## config.mk

```make
export PLATFORM = sky130hd
export DESIGN_NAME = compute_dispatcher
export DESIGN_NICKNAME = d
export VERILOG_FILES = /design/src/rtl/compute_dispatcher.sv
export SDC_FILE = /design/constraint.sdc
export NUM_CORES = 1
export LEC_CHECK = 0
export CAP_MARGIN = 10
export CORE_AREA = 2 2 358 360
export DETAILED_ROUTE_END_ITERATION = 10
export DIE_AREA = 0 0 360 362
export HOLD_SLACK_MARGIN = 0.15
export PLACE_DENSITY = 0.57
export SYNTH_ARGS = -nofsm -noshare
export SYNTH_HDL_FRONTEND = slang
export SYNTH_SLANG_ARGS = --single-unit
```

## constraint.sdc

```tcl
create_clock -name clock -period 12.3 [get_ports clock]
set_input_delay 3.69 -clock clock [delete_from_list [all_inputs] [get_ports clock]]
set_output_delay 3.69 -clock clock [all_outputs]
set_load 0.005 [all_outputs]
```

## src/rtl/compute_dispatcher.sv

```systemverilog
`default_nettype none
// ============================================================================
// Module   : compute_dispatcher
// Brief    : FIFO-queued command dispatcher; issues one command at a time to a
//            compute unit and forwards its result to a transmitter.
//            Optional WAIT timeout is built when DISPATCH_TIMEOUT_EN is defined.
// Revision : 1.0
// ============================================================================
module compute_dispatcher #(
    parameter int DATA_W      = 128,
    parameter int NUM_UNITS   = 4,
    parameter int OP_W        = 3,
    parameter int QDEPTH      = 4,
    parameter int TIMEOUT_CYC = 65535
) (
    input  logic                        clock,
    input  logic                        reset,
    input  logic [DATA_W-1:0]           rx_data,
    input  logic [OP_W-1:0]             rx_op,
    input  logic                        rx_irq,
    output logic [NUM_UNITS-1:0]        unit_start,
    output logic [DATA_W-1:0]           unit_operand,
    input  logic [NUM_UNITS-1:0]        unit_done,
    input  logic [NUM_UNITS*DATA_W-1:0] unit_result,
    output logic [DATA_W-1:0]           tx_data,
    output logic                        tx_wr,
    input  logic                        tx_busy,
    output logic                        busy,
    output logic                        q_full,
    output logic                        overflow,
    output logic                        err_op,
    output logic                        err_timeout
);

    localparam int c_sel_w = $clog2(NUM_UNITS);
    localparam int c_aw    = $clog2(QDEPTH);
    localparam int c_ew    = OP_W + DATA_W;

    generate
        if (NUM_UNITS < 2 || NUM_UNITS > 8 || NUM_UNITS > (1 << OP_W)) begin : g_chk_units
            $error("compute_dispatcher: NUM_UNITS out of range");
        end
        if (QDEPTH < 2 || (QDEPTH & (QDEPTH - 1)) != 0) begin : g_chk_qdepth
            $error("compute_dispatcher: QDEPTH must be a power of two >= 2");
        end
        if (TIMEOUT_CYC < 1) begin : g_chk_timeout
            $error("compute_dispatcher: TIMEOUT_CYC must be >= 1");
        end
    endgenerate

    typedef enum logic [1:0] {
        IDLE  = 2'd0,
        ISSUE = 2'd1,
        WAIT  = 2'd2,
        SEND  = 2'd3
    } state_t;

    state_t             r_state;
    logic [c_sel_w-1:0] r_sel;
    logic [c_ew-1:0]    r_mem [QDEPTH];
    logic [c_aw:0]      r_wptr;
    logic [c_aw:0]      r_rptr;

    logic               w_empty;
    logic               w_full;
    logic               w_pop;
    logic               w_push;
    logic [c_ew-1:0]    w_head;
    logic [OP_W-1:0]    w_head_op;
    logic [DATA_W-1:0]  w_head_data;
    logic               w_head_bad;
    logic [DATA_W-1:0]  w_sel_result;
    logic               w_sel_done;

    // Extra pointer MSB distinguishes full from empty when the indices match.
    assign w_empty     = (r_wptr == r_rptr);
    assign w_full      = (r_wptr[c_aw] != r_rptr[c_aw]) &&
                         (r_wptr[c_aw-1:0] == r_rptr[c_aw-1:0]);
    assign w_pop       = (r_state == IDLE) && !w_empty;
    assign w_push      = rx_irq && (!w_full || w_pop);
    assign w_head      = r_mem[r_rptr[c_aw-1:0]];
    assign w_head_op   = w_head[c_ew-1 -: OP_W];
    assign w_head_data = w_head[DATA_W-1:0];
    assign w_head_bad  = ({1'b0, w_head_op} >= (OP_W+1)'(NUM_UNITS));

    assign busy   = (r_state != IDLE) || !w_empty;
    assign q_full = w_full;

    always_comb begin
        w_sel_result = '0;
        w_sel_done   = 1'b0;
        for (int k = 0; k < NUM_UNITS; k++) begin
            if (r_sel == c_sel_w'(k)) begin
                w_sel_result = unit_result[k*DATA_W +: DATA_W];
                w_sel_done   = unit_done[k];
            end
        end
    end

    always_ff @(posedge clock) begin
        if (w_push) begin
            r_mem[r_wptr[c_aw-1:0]] <= {rx_op, rx_data};
        end
    end

`ifdef DISPATCH_TIMEOUT_EN
    localparam int c_cnt_w = $clog2(TIMEOUT_CYC + 1);
    localparam logic [c_cnt_w-1:0] c_cnt_last = c_cnt_w'(TIMEOUT_CYC - 1);
    logic [c_cnt_w-1:0] r_wait_cnt;
`else
    assign err_timeout = 1'b0;
`endif

    always_ff @(posedge clock) begin
        if (reset) begin
            r_state      <= IDLE;
            r_sel        <= '0;
            r_wptr       <= '0;
            r_rptr       <= '0;
            unit_start   <= '0;
            unit_operand <= '0;
            tx_data      <= '0;
            tx_wr        <= 1'b0;
            overflow     <= 1'b0;
            err_op       <= 1'b0;
`ifdef DISPATCH_TIMEOUT_EN
            err_timeout  <= 1'b0;
            r_wait_cnt   <= '0;
`endif
        end else begin
            unit_start <= '0;
            tx_wr      <= 1'b0;
            err_op     <= 1'b0;
`ifdef DISPATCH_TIMEOUT_EN
            err_timeout <= 1'b0;
`endif
            if (w_push) r_wptr <= r_wptr + 1'b1;
            if (w_pop)  r_rptr <= r_rptr + 1'b1;
            if (rx_irq && !w_push) overflow <= 1'b1;

            case (r_state)
                IDLE: begin
                    if (!w_empty) begin
                        if (w_head_bad) begin
                            err_op <= 1'b1;
                        end else begin
                            r_sel        <= w_head_op[c_sel_w-1:0];
                            unit_operand <= w_head_data;
                            r_state      <= ISSUE;
                        end
                    end
                end
                ISSUE: begin
                    unit_start <= NUM_UNITS'(1) << r_sel;
                    r_state    <= WAIT;
`ifdef DISPATCH_TIMEOUT_EN
                    r_wait_cnt <= '0;
`endif
                end
                WAIT: begin
                    if (w_sel_done) begin
                        tx_data <= w_sel_result;
                        r_state <= SEND;
                    end
`ifdef DISPATCH_TIMEOUT_EN
                    else if (r_wait_cnt == c_cnt_last) begin
                        err_timeout <= 1'b1;
                        r_state     <= IDLE;
                    end else begin
                        r_wait_cnt <= r_wait_cnt + 1'b1;
                    end
`endif
                end
                SEND: begin
                    if (!tx_busy) begin
                        tx_wr   <= 1'b1;
                        r_state <= IDLE;
                    end
                end
                default: r_state <= IDLE;
            endcase
        end
    end

endmodule
`default_nettype wire

```

* Yosys cells after proc, flatten, opt, wreduce, memory -nomap -nowiden
Memory sizes are Yosys's and may differ from the RTL's. A register that Yosys moved wholly into a read port is not among the register bits.
Cells that the tools add are included.
** Operators by class
- Add/sub/neg operators :: 2
- Order comparisons :: 1
- Equal/unequal tests :: 13
- Shift-type cells :: 1
- Mux-type cells :: 19
- Bitwise logic cells :: 5
- Reduce and logical (&&, ||, !) cells :: 18
** Operators with widths (number)
- 128-bit two-way mux :: 4
- 2-bit two-way mux :: 6
- 2-bit == test, second input constant :: 4
- 1-bit two-way mux :: 8
- 2-bit inequality test, second input constant :: 4
- 2-bit case mux with 4 select lines :: 1
- 3-bit by 1-bit adder with 3-bit output, second input constant :: 2
- 1-bit inverter :: 5
- 2-bit by 1-bit == test with 1-bit output, second input constant :: 2
- 1-bit logical AND :: 4
- 2-bit zero test :: 2
- 4-bit AND reduction :: 1
- 2-bit OR reduction :: 2
- 1-bit by 2-bit left shift with 4-bit output, first input constant :: 1
- 3-bit == test :: 1
- 3-bit greater-or-equal comparator, second input constant :: 1
- 1-bit zero test :: 3
- 3-bit AND reduction :: 1
- 3-bit OR reduction :: 1
- 2-bit == test :: 1
- 1-bit logical OR :: 2
- 2-bit AND reduction :: 1
- 2-bit nonzero test :: 1
- 1-bit inequality test :: 1
** Storage, ports and cells
- Register bits :: 273
- RAM bits :: 524
- Memories :: 1
** Memory list
- r_mem :: words 4, bits a word 131, rd ports 1, clocked after Yosys merged registers in 1, write ports 1, RTL line 60 : logic [c_ew-1:0] r_mem [QDEPTH];

* Depth between registers and ports, before layout
- Word-level depth :: 7
- Mapped depth :: 8
- Mapped depth without buffers :: 6

* Least setup slack after synthesis
No wires, ideal clock.
- Path type :: input-to-reg
- From :: input port rx_irq
- To :: memory r_mem[0][0] (netlist name) (enable)
- Library setup time :: 0.623 ns
- Data arrival time :: 9.302 ns
- Data required time :: 11.677 ns
- Setup slack :: 2.375 ns
- Cell stages on the path :: 2
- Buffers on the path :: 0
- Path through :: o41ai_2 > nor2_1
** On the way
- Longest elaborated chain between the ends :: 3
** Ends and longest elaborated chain
- start, declared :: RTL line 20 : input logic rx_irq,
- 1-bit logical AND :: RTL line 80 : assign w_push = rx_irq && (!w_full || w_pop);
- 1-bit two-way mux :: RTL line 101 : if (w_push) begin
- 1-bit two-way mux (implied by the code) :: RTL line 102 : r_mem[r_wptr[c_aw-1:0]] <= {rx_op, rx_data};
- end, declared :: RTL line 60
Every way passes these cells.

* Worst setup path in the final report
- From :: register r_rptr[2]
- To :: output port q_full
** On the way
- Longest elaborated chain between the ends :: 2
** Ends and longest elaborated chain
- start, declared :: RTL line 62 : logic [c_aw:0] r_rptr;
- start signal, assigned :: RTL line 138 : if (w_pop) r_rptr <= r_rptr + 1'b1;
- 1-bit inequality test :: RTL line 77 : assign w_full = (r_wptr[c_aw] != r_rptr[c_aw]) &&
- 1-bit logical AND :: RTL line 77
- end, declared :: RTL line 29 : output logic q_full,
Every way passes these cells.

==> impl_results.md <==
- Die span in x: 360 um
- Cell count after synthesis: 2050
- P_sw: 2.47 mW
- IO Pins: 917
- Synth top area share: 0.500
- Min-Delay Path Class: flip-flop to flip-flop
- FF-to-FF path depth: 6
- RSZ-0062 raised after global routing: false
- Longest Clk Path Bufs: 3
- Synth Area in Compound Gates: 0.0445
- Die height: 362 um
- HPWL Detailed: 104000 um
- Core Region: 127000 um^2
- Synth Area in XOR/XNOR: 0.00195
- Initial antenna violation count: 118
- Setup Skew: 0.0652 ns
- Total Die Area: 130000 um^2
- Power Internal: 6.05 mW
- Seq cells post-synth: 799
- Max Fclk: 0.164 GHz
- Drt via density: 4.75
- Drt drc: 0
- Sequential-to-total area share from yosys stat: 0.674
- Setup violators final: 0
- Pin count of the biggest net entering global routing: 131
- Synth Area per Inst: 15.4 um^2
- Vias in the first global route: 21700
- Hold Startpoint: tx_data[22]
- GPL Wtd Cong: 0.943
- Area growth syn-to-layout: 45.0%
- Clock Power Share: 0.339
- # Max-Cap Violations: 0
- Sw Ratio: 0.290
- Fraction of layout instances using a drive strength above 1: 0.147
- Largest family of logic cells by synthesized area: multiplexers
- Combinational share of power: 0.266
- Worst setup SP type: flip-flop
- Via count: 22300
- Fin. Hold Viols: 0
- Clock Latency Late Sink: 0.72 ns
- Dominant cell type by area after synthesis: edfxtp_1
- Hold path depth: 2
- Hold slack: 0.451 ns
- Post-Syn Nets: 2710
- R2R Setup Slk: 8.25 ns
- Post-Syn Area: 31500 um^2
- Reg power frac: 0.396
- Port Buf Inserts: 915
- Warnings from Yosys: 0
- CTS clk-pin slew, worst paths: 0.06 ns
- H-tree levels: 3
- DR WL/cell: 29.4 um
- Maximum fanout along the worst path: 7
- Hold-fix buffers, CTS: 0
- Period minus WS final: 6.08 ns
- Initial Utilization: 0.249
- Setup TNS: 0 ns
- Gr usage total: 0.206
- Hold endpoint: tx_data[22]
- Layout Nets: 3593
- Mux cell area share after synthesis: 0.187
- Cts repair resizes: 0
- Critical path class: flip-flop to primary output
- Fin. max-slew vios: 0
- Number of buffers created by CTS: 92
- Worst Tran Pin Value: 1.17 ns
- Gr ovfl total: 0
- Power Density: 187 nW/um^2
- Root buf cell: clkbuf_16
- Initial DRC count: 2087
- Cell Rows: 131
- VDD IR-drop max: 0.164 mV
- Drt total wl: 138000 um
- Post-CTS setup buffers: 0
- Final ANT Viol Nets: 0
- Yosys cell types: 35
- Area share of fa/ha/maj cells after synthesis: 0.00358
- Post-synthesis simple-gate area fraction: 0.0660
- Pleak: 14.5 nW
- Final Cycle Share: 0.495
- DR pass1 iterations: 5
- Outcome: completed
- Critical path data required time: 8.61 ns
- Relative slew slack: 0.217
- Capturing point of the worst reg2reg path: unit_operand[121]
- CTS tree: done
- Critical path capture point type: primary output
- Worst EP arrival: 2.39 ns
- Top cells by area, synth: edfxtp_1 50%, mux4_2 19%, dfxtp_1 17%
- # clock sinks: 799
- First-pass GRT wire length: 185000 um
-- placed cells by master, fill, tap and decap left out, types with 4 or more instances in the layout --
cell type,n
a21oi_1,260
buf_12,6
buf_4,16
bufinv_16,11
clkbuf_1,19
clkbuf_16,93
clkbuf_8,15
clkdlybuf4s50_1,914
clkinv_1,7
clkinv_2,13
dfxtp_1,271
dfxtp_4,4
diode_2,29
edfxtp_1,524
ha_1,9
inv_1,11
mux4_2,260
nand2_1,516
nor2_1,7
nor2_4,4
xnor2_1,4
-- how the worst max path moves through the flow --
stage	startpoint	end	slack, ns
after CTS	r_rptr[2]	q_full	6.19
after global routing	r_rptr[2]	q_full	6.12
after global placement	unit_done[2]	tx_data[24]	5.86
final	r_rptr[2]	q_full	6.22
after detailed placement	unit_done[2]	tx_data[46]	5.84
after floorplan	rx_irq	r_mem[0][0]	2.37
-- cell usage after synthesis --
cell      number
edfxtp_1     524
nand2_1      517
dfxtp_1      275
a21oi_1      260
mux4_2       260
clkbuf_1      67
buf_2         50
buf_1         18
buf_4         12
inv_1         11
nor2_1        11
ha_1           9
xnor2_1        4
mux2i_1        3
xor2_1         3
a31o_2         2
nand2b_1       2
nor3b_1        2
nor4bb_1       2
o21ai_0        2
or3_1          2
a211oi_1       1
a222oi_1       1
a311o_1        1
a311oi_2       1
a31oi_1        1
and2_1         1
and4b_1        1
buf_6          1
conb_1         1
nand4_1        1
nor3_1         1
nor4b_1        1
o21a_1         1
o41ai_2        1
-- critical path: stages (launching register included) --
cell and delay (ns):
dfxtp_1 0.33, xnor2_1 0.58, nor3_1 0.21, clkdlybuf4s50_1 0.59
-- stage by stage --
stage	area [um^2]	total power [mW]	util	setup slack, ns	instances
3_3_place_gp	42400	5.74	0.334	5.86	4501
2_1_floorplan	31500	4.64	-	2.37	2050
5_1_grt	45700	8.91	0.360	6.12	4689
6_report	45700	8.53	0.361	6.22	4701
4_1_cts	45600	8.66	0.360	6.19	4672
3_5_place_dp	42400	5.75	0.334	5.84	4501
-- cell type report --
| cell class | instances | area, um^2 |
|---|---|---|
| Fill cell | 12300 | 81000 |
| Sequential cell | 799 | 21300 |
| Multi-Input combinational cell | 1092 | 9600 |
| Timing Repair Buffer | 937 | 9400 |
| Clock buffer | 127 | 2610 |
| Tap cell | 1662 | 2080 |
| Clock inverter | 44 | 628 |
| Antenna cell | 29 | 72.6 |
| Inverter | 11 | 41.3 |
-- logic make-up after synthesis --
kind of cell    after synthesis
fa+ha+maj                     9
simple gates                541
flops                       799
xor+xnor                      7
compound gates              271
mux                         263
buf+inv                     159
other cells                   1
-- registers in the layout, summed over array words and instances (netlist names), named ones only --
| register | cells |
|---|---|
| r_wptr | 3 |
| unit_start | 4 |
| r_mem | 524 |
| tx_wr | 1 |
| overflow | 1 |
| unit_operand | 128 |
| r_sel | 2 |
| tx_data | 128 |
| err_op | 1 |
| r_rptr | 3 |
| r_state | 2 |
-- metal layers --
| metal | wire, um | vias up | GRT usage |
|---|---|---|---|
| met3 | 20300 | 296 | 0.129 |
| met5 | 611 | - | 0 |
| met1 | 51500 | 11400 | 0.239 |
| li1 | - | 9543 | - |
| met4 | 4800 | 96 | 0.0775 |
| met2 | 61200 | 1026 | 0.308 |
-- power by group through the flow --
stage	clock [mW]	sequential, mW	combinational (mW)
after floorplan	0	3.35	1.30
after global placement	0	3.43	2.31
after detailed placement	0	3.44	2.31
after CTS	2.96	3.38	2.32
after global routing	3.06	3.41	2.43
final	2.89	3.37	2.26
(Power assumes the default switching activity.)
